[src/rtl/mem_arbiter.sv]
// mem_arbiter -- two-requester (IFU, LSU) front end to a single memory port.
//
// One transaction in flight at a time. IDLE grants one requester (round-robin
// on contention), ISSUE presents the request to memory until accepted, WAIT
// collects the response (or times out), and RESP pulses the owner's resp_valid.
//
// Ports
//   i_clk, i_rst                 clock, synchronous active-high reset
//   i_ifu_req_valid/o_ifu_req_ready, i_ifu_addr
//   o_ifu_resp_valid, o_ifu_rdata     32-bit fetch word (half chosen by addr[2])
//   i_lsu_req_valid/o_lsu_req_ready, i_lsu_addr, i_lsu_wen, i_lsu_wdata, i_lsu_wmask
//   o_lsu_resp_valid, o_lsu_rdata     64-bit load data, 0 for stores
//   o_mem_req_valid/i_mem_req_ready, o_mem_addr, o_mem_wen, o_mem_wdata, o_mem_wmask
//   i_mem_resp_valid, i_mem_rdata     response, no backpressure
//   o_busy                       not IDLE
//   o_protocol_err               sticky: stray response or response timeout
module mem_arbiter #(
    parameter int MEM_LAT_MAX = 255
) (
    input  logic        i_clk,
    input  logic        i_rst,
    input  logic        i_ifu_req_valid,
    output logic        o_ifu_req_ready,
    input  logic [31:0] i_ifu_addr,
    output logic        o_ifu_resp_valid,
    output logic [31:0] o_ifu_rdata,
    input  logic        i_lsu_req_valid,
    output logic        o_lsu_req_ready,
    input  logic [31:0] i_lsu_addr,
    input  logic        i_lsu_wen,
    input  logic [63:0] i_lsu_wdata,
    input  logic [7:0]  i_lsu_wmask,
    output logic        o_lsu_resp_valid,
    output logic [63:0] o_lsu_rdata,
    output logic        o_mem_req_valid,
    input  logic        i_mem_req_ready,
    output logic [31:0] o_mem_addr,
    output logic        o_mem_wen,
    output logic [63:0] o_mem_wdata,
    output logic [7:0]  o_mem_wmask,
    input  logic        i_mem_resp_valid,
    input  logic [63:0] i_mem_rdata,
    output logic        o_busy,
    output logic        o_protocol_err
);

    // Counter only needs to reach MEM_LAT_MAX-1: the cycle it would pass that
    // without a response is the timeout cycle.
    localparam int CNT_W = (MEM_LAT_MAX > 1) ? $clog2(MEM_LAT_MAX) : 1;

    typedef enum logic [1:0] {S_IDLE, S_ISSUE, S_WAIT, S_RESP} state_t;

    state_t             r_state;
    logic               r_last_lsu;     // last grant went to LSU
    logic               r_owner_lsu;
    logic [31:0]        r_addr;
    logic               r_wen;
    logic [63:0]        r_wdata;
    logic [7:0]         r_wmask;
    logic [CNT_W-1:0]   r_cnt;
    logic               r_err;
    logic               r_ifu_resp_valid;
    logic               r_lsu_resp_valid;
    logic [31:0]        r_ifu_rdata;
    logic [63:0]        r_lsu_rdata;

    logic               w_idle;
    logic               w_gnt_ifu;
    logic               w_gnt_lsu;
    logic               w_timeout;
    logic [63:0]        w_resp_data;

    assign w_idle    = (r_state == S_IDLE) && !i_rst;
    // On contention the requester not served last wins.
    assign w_gnt_ifu = w_idle && i_ifu_req_valid && (!i_lsu_req_valid || r_last_lsu);
    assign w_gnt_lsu = w_idle && i_lsu_req_valid && (!i_ifu_req_valid || !r_last_lsu);
    assign w_timeout = (r_cnt == CNT_W'(MEM_LAT_MAX - 1));
    // A timed-out transaction completes with zero data.
    assign w_resp_data = i_mem_resp_valid ? i_mem_rdata : 64'd0;

    always_ff @(posedge i_clk) begin
        if (i_rst) begin
            r_state          <= S_IDLE;
            r_last_lsu       <= 1'b0;
            r_owner_lsu      <= 1'b0;
            r_addr           <= '0;
            r_wen            <= 1'b0;
            r_wdata          <= '0;
            r_wmask          <= '0;
            r_cnt            <= '0;
            r_err            <= 1'b0;
            r_ifu_resp_valid <= 1'b0;
            r_lsu_resp_valid <= 1'b0;
            r_ifu_rdata      <= '0;
            r_lsu_rdata      <= '0;
        end else begin
            r_ifu_resp_valid <= 1'b0;
            r_lsu_resp_valid <= 1'b0;
            case (r_state)
                S_IDLE: begin
                    if (i_mem_resp_valid) r_err <= 1'b1;
                    if (w_gnt_ifu) begin
                        r_addr      <= i_ifu_addr;
                        r_wen       <= 1'b0;
                        r_wdata     <= '0;
                        r_wmask     <= '0;
                        r_owner_lsu <= 1'b0;
                        r_last_lsu  <= 1'b0;
                        r_state     <= S_ISSUE;
                    end else if (w_gnt_lsu) begin
                        r_addr      <= i_lsu_addr;
                        r_wen       <= i_lsu_wen;
                        r_wdata     <= i_lsu_wdata;
                        r_wmask     <= i_lsu_wmask;
                        r_owner_lsu <= 1'b1;
                        r_last_lsu  <= 1'b1;
                        r_state     <= S_ISSUE;
                    end
                end
                S_ISSUE: begin
                    if (i_mem_resp_valid) r_err <= 1'b1;
                    if (i_mem_req_ready) begin
                        r_cnt   <= '0;
                        r_state <= S_WAIT;
                    end
                end
                S_WAIT: begin
                    if (i_mem_resp_valid || w_timeout) begin
                        if (!i_mem_resp_valid) r_err <= 1'b1;
                        // Response data is shaped for its owner here so the
                        // rdata outputs are plain registers that hold afterwards.
                        if (r_owner_lsu) begin
                            r_lsu_resp_valid <= 1'b1;
                            r_lsu_rdata      <= r_wen ? 64'd0 : w_resp_data;
                        end else begin
                            r_ifu_resp_valid <= 1'b1;
                            r_ifu_rdata      <= r_addr[2] ? w_resp_data[63:32] : w_resp_data[31:0];
                        end
                        r_state <= S_RESP;
                    end else begin
                        r_cnt <= r_cnt + CNT_W'(1);
                    end
                end
                S_RESP: begin
                    if (i_mem_resp_valid) r_err <= 1'b1;
                    r_state <= S_IDLE;
                end
                default: r_state <= S_IDLE;
            endcase
        end
    end

    // Outputs are forced low for the whole reset assertion, not just after the
    // first reset edge.
    assign o_ifu_req_ready  = w_gnt_ifu;
    assign o_lsu_req_ready  = w_gnt_lsu;
    assign o_mem_req_valid  = !i_rst && (r_state == S_ISSUE);
    assign o_mem_addr       = i_rst ? 32'd0 : r_addr;
    assign o_mem_wen        = !i_rst && r_wen;
    assign o_mem_wdata      = i_rst ? 64'd0 : r_wdata;
    assign o_mem_wmask      = i_rst ? 8'd0 : r_wmask;
    assign o_ifu_resp_valid = !i_rst && r_ifu_resp_valid;
    assign o_lsu_resp_valid = !i_rst && r_lsu_resp_valid;
    assign o_ifu_rdata      = i_rst ? 32'd0 : r_ifu_rdata;
    assign o_lsu_rdata      = i_rst ? 64'd0 : r_lsu_rdata;
    assign o_busy           = !i_rst && (r_state != S_IDLE);
    assign o_protocol_err   = r_err;

endmodule

[config.mk]
export PLATFORM = sky130hd
export DESIGN_NAME = mem_arbiter
export DESIGN_NICKNAME = d
export VERILOG_FILES = /design/src/rtl/mem_arbiter.sv
export SDC_FILE = /design/constraint.sdc
export NUM_CORES = 1
export LEC_CHECK = 0
export ABC_AREA = 1
export ABC_CLOCK_PERIOD_IN_PS = 1850
export CAP_MARGIN = 20
export CORE_ASPECT_RATIO = 1.75
export CORE_UTILIZATION = 25
export DETAILED_ROUTE_END_ITERATION = 7
export PLACE_DENSITY_LB_ADDON = 0.05
export SETUP_SLACK_MARGIN = 0.02
export SLEW_MARGIN = 20
export SYNTH_ARGS = -nofsm -noshare
export SYNTH_HDL_FRONTEND = slang
export SYNTH_SLANG_ARGS = --single-unit
export TNS_END_PERCENT = 1
[constraint.sdc]
create_clock -name i_clk -period 1.85 [get_ports i_clk]
set_input_delay 0.4625 -clock i_clk [delete_from_list [all_inputs] [get_ports i_clk]]
set_output_delay 0.4625 -clock i_clk [all_outputs]
set_load 0.1 [all_outputs]
==> out/metrics.csv <==
stage;metric;value;unit
status;outcome;finished, violations left;
status;violations;negative setup slack;
timing;setup_violations;4;
place;place_inst;2420;
critical_path;timing.critical_path.cells;inv_2 -> ha_4 -> inv_2 -> nor2_4 -> nand3_4 -> inv_4 -> buf_12;
cells_and_area;mostFrequentLayoutCells;nand2_1, buf_12, dfxtp_1, inv_1, clkdlybuf4s50_1;
clock_network;cts_sinks;215;
synthesis;synthXorXnorAreaFrac;0;
power_and_ir_drop;ir_worst_vdd;0.624;mV
synthesis;syn_inst;1479;
timing;period_share;1.12;
cells_and_area;drive_gt1_frac;0.259;
synthesis;synthDistinctLibCells;28;
flow_run;drv_cap;0;
cells_and_area;nets;2125;
floorplanning;die_y;269;µm
drt;initialDrtViolationCount;482;
place;place_congestion;0.779;
power_and_ir_drop;leakage;7.70;nW
timing;tightestPinTransition;0.473;ns
power_and_ir_drop;power_density;1010;nW/µm²
global_route;grt_pass1_wl;62400;µm
timing;rsz0062_at_grt;true;
critical_path;critical-path-max-stage-delay;0.32;ns
clock_network;clkTransAtPathRegs;0.06;ns
floorplanning;pin_count;415;
critical_path;crit_fanout;3;
drt;wl_per_cell;16.4;µm
synthesis;ys_ff_latch;215;
timing;hold_violations;0;
synthesis;postSynthAreaPerCell;6.89;µm²
global_route;antenna_found_initial;2;
timing;setup_ws;-0.229;ns
place;numPortBuffers;414;
synthesis;synth-simple-area-share;0.268;
clock_network;clk_path_buf_depth;3;
critical_path;arrival;1.62;ns
critical_path;start_kind;register;
synthesis;yosys.area_share.adder;0.00736;
drt;ant_nets;0;
min_path;hp-class;input port to register;
critical_path;worstSetupPathType;register to primary output;
floorplanning;die_x;155;µm
synthesis;synth_nets;1692;
global_route;grt_overflow_total;0;
synthesis;synth_compound_area_frac;0.163;
synthesis;synth_top_family_by_area;simple AND/OR/NAND/NOR gates;
timing;period_needed;2.08;ns
floorplanning;design.die.area;41600;µm²
place;dpl.hpwl;30100;µm
critical_path;critPathBufInv;4;
critical_path;cp_common_cell;inv_2;
timing;maxSlewViolCount;0;
clock_network;cts_buffers;25;
synthesis;synth.area.mux_share;0;
timing;relSlewSlack;0.685;
critical_path;cp.required;1.39;ns
drt;drc;0;
global_route;grt_max_degree;67;
drt;post_drt_via_cell_ratio;4.39;
clock_network;clk_latency;0.53;ns
synthesis;synth_area;10200;µm²
drt;drt-total-wl;40700;µm
clock_network;cts_tree;yes;
cells_and_area;area_growth;82.8;%
floorplanning;initial_utilization;0.254;
global_route;grt_pass1_vias;10830;
floorplanning;std_cell_rows;97;
timing;tns;-0.701;ns
floorplanning;core;40200;µm²
cells_and_area;final_cells;2476;
timing;skew;0.0113;ns
synthesis;synth.top_cell.area_share;0.422;
clock_network;cts_htree_levels;1;
critical_path;crit_path_end_kind;primary output;
critical_path;cp_top_family;buffers and inverters;
cells_and_area;mostFrequentLayoutCell;nand2_1;
critical_path;crit_slowest_cell;dfxtp_2;
synthesis;synth-seq-area-share;0.422;
synthesis;yosys_warnings;0;
drt;drt_pass1_iterations;4;
synthesis;synth_top_area_cell;dfxtp_1;
drt;vias;10876;
synthesis;synthTopCellsByArea;dfxtp_1, nand2_1, inv_1;
timing;max_freq;481;MHz
global_route;grtUsageTotal;0.193;
clock_network;clockRootBuffer;clkbuf_16;
==> kinds of logic after synthesis <==
logic type / after synthesis
simple gates: 667
buf+inv: 342
flops: 215
fa+ha+maj: 6
compound gates: 249
==> final timing paths <==
| check | startpoint | end | slack (ns) | depth (start not counted) |
|---|---|---|---|---|
| worst max-delay path | r_state[1] | o_lsu_req_ready | -0.23 | 7 |
| worst min register to register | r_ifu_rdata[11] | r_ifu_rdata[11] | 0.47 | 2 |
| worst min-delay path | i_rst | r_wen | 0.29 | 2 |
| worst max register to register | r_state[0] | r_lsu_rdata[54] | 0 | 8 |
==> power by group <==
group	total (mW)	internal, mW	leakage [nW]	switching (mW)
Clock	5.12	3.03	0.422	2.09
Sequential	5.54	5.31	1.75	0.238
Combinational	8.23	2.95	5.52	5.28
==> per-layer routing <==
metal	track usage	wire length [µm]
met5	0	0
met4	0.0620	1010
met3	0.0506	3000
met2	0.371	21700
met1	0.200	14900
==> cell usage after synthesis (all sizes together) <==
master / number
a31oi: 32
nand3: 141
nand2: 297
nor2: 221
clkinv: 1
clkbuf: 45
ha: 6
a21oi: 43
inv: 227
nor3: 2
dfxtp: 215
o31ai: 74
o21ai: 99
nor3b: 2
nand4: 4
buf: 69
a211oi: 1
==> layout make-up <==
| cell class | count | area (µm²) |
|---|---|---|
| fillers | 3989 | 21500 |
| repair buffers | 520 | 7260 |
| multi-input cells | 922 | 4690 |
| flip-flops and latches | 215 | 4310 |
| inverters | 228 | 863 |
| clock buffers | 35 | 733 |
| well taps | 544 | 681 |
| clock inverters | 10 | 100 |
| diodes | 2 | 5.00 |
==> timing repair <==
item	in CTS	in global routing
hold buffers	0	0
resized for setup	19	26
pin swaps	3	4
setup buffers	5	4
setup endpoints to repair	16	160
==> flip-flops by register name, indices dropped and copies added (netlist names) <==
register and cells:
r_state 2, r_ifu_resp_valid 1, r_wmask 8, r_owner_lsu 1
r_lsu_rdata 64, r_ifu_rdata 32, r_lsu_resp_valid 1, r_cnt 8
r_wen 1, r_addr 32, o_protocol_err 1, r_wdata 64
==> per-stage QoR <==
stage / worst slack, ns / hold slack (ns) / total power [mW] / utilization / area, µm²
3_3_place_gp: -0.203 / 0.458 / 13.7 / 0.439 / 17600
3_5_place_dp: -0.219 / 0.458 / 13.7 / 0.439 / 17600
2_1_floorplan: -0.865 / 0.443 / 10.6 / - / 10300
4_1_cts: -0.297 / 0.273 / 19.1 / 0.462 / 18600
6_report: -0.229 / 0.290 / 18.9 / 0.464 / 18600
5_1_grt: -0.299 / 0.285 / 19.8 / 0.464 / 18600
Power figures use the tool's default switching activity.
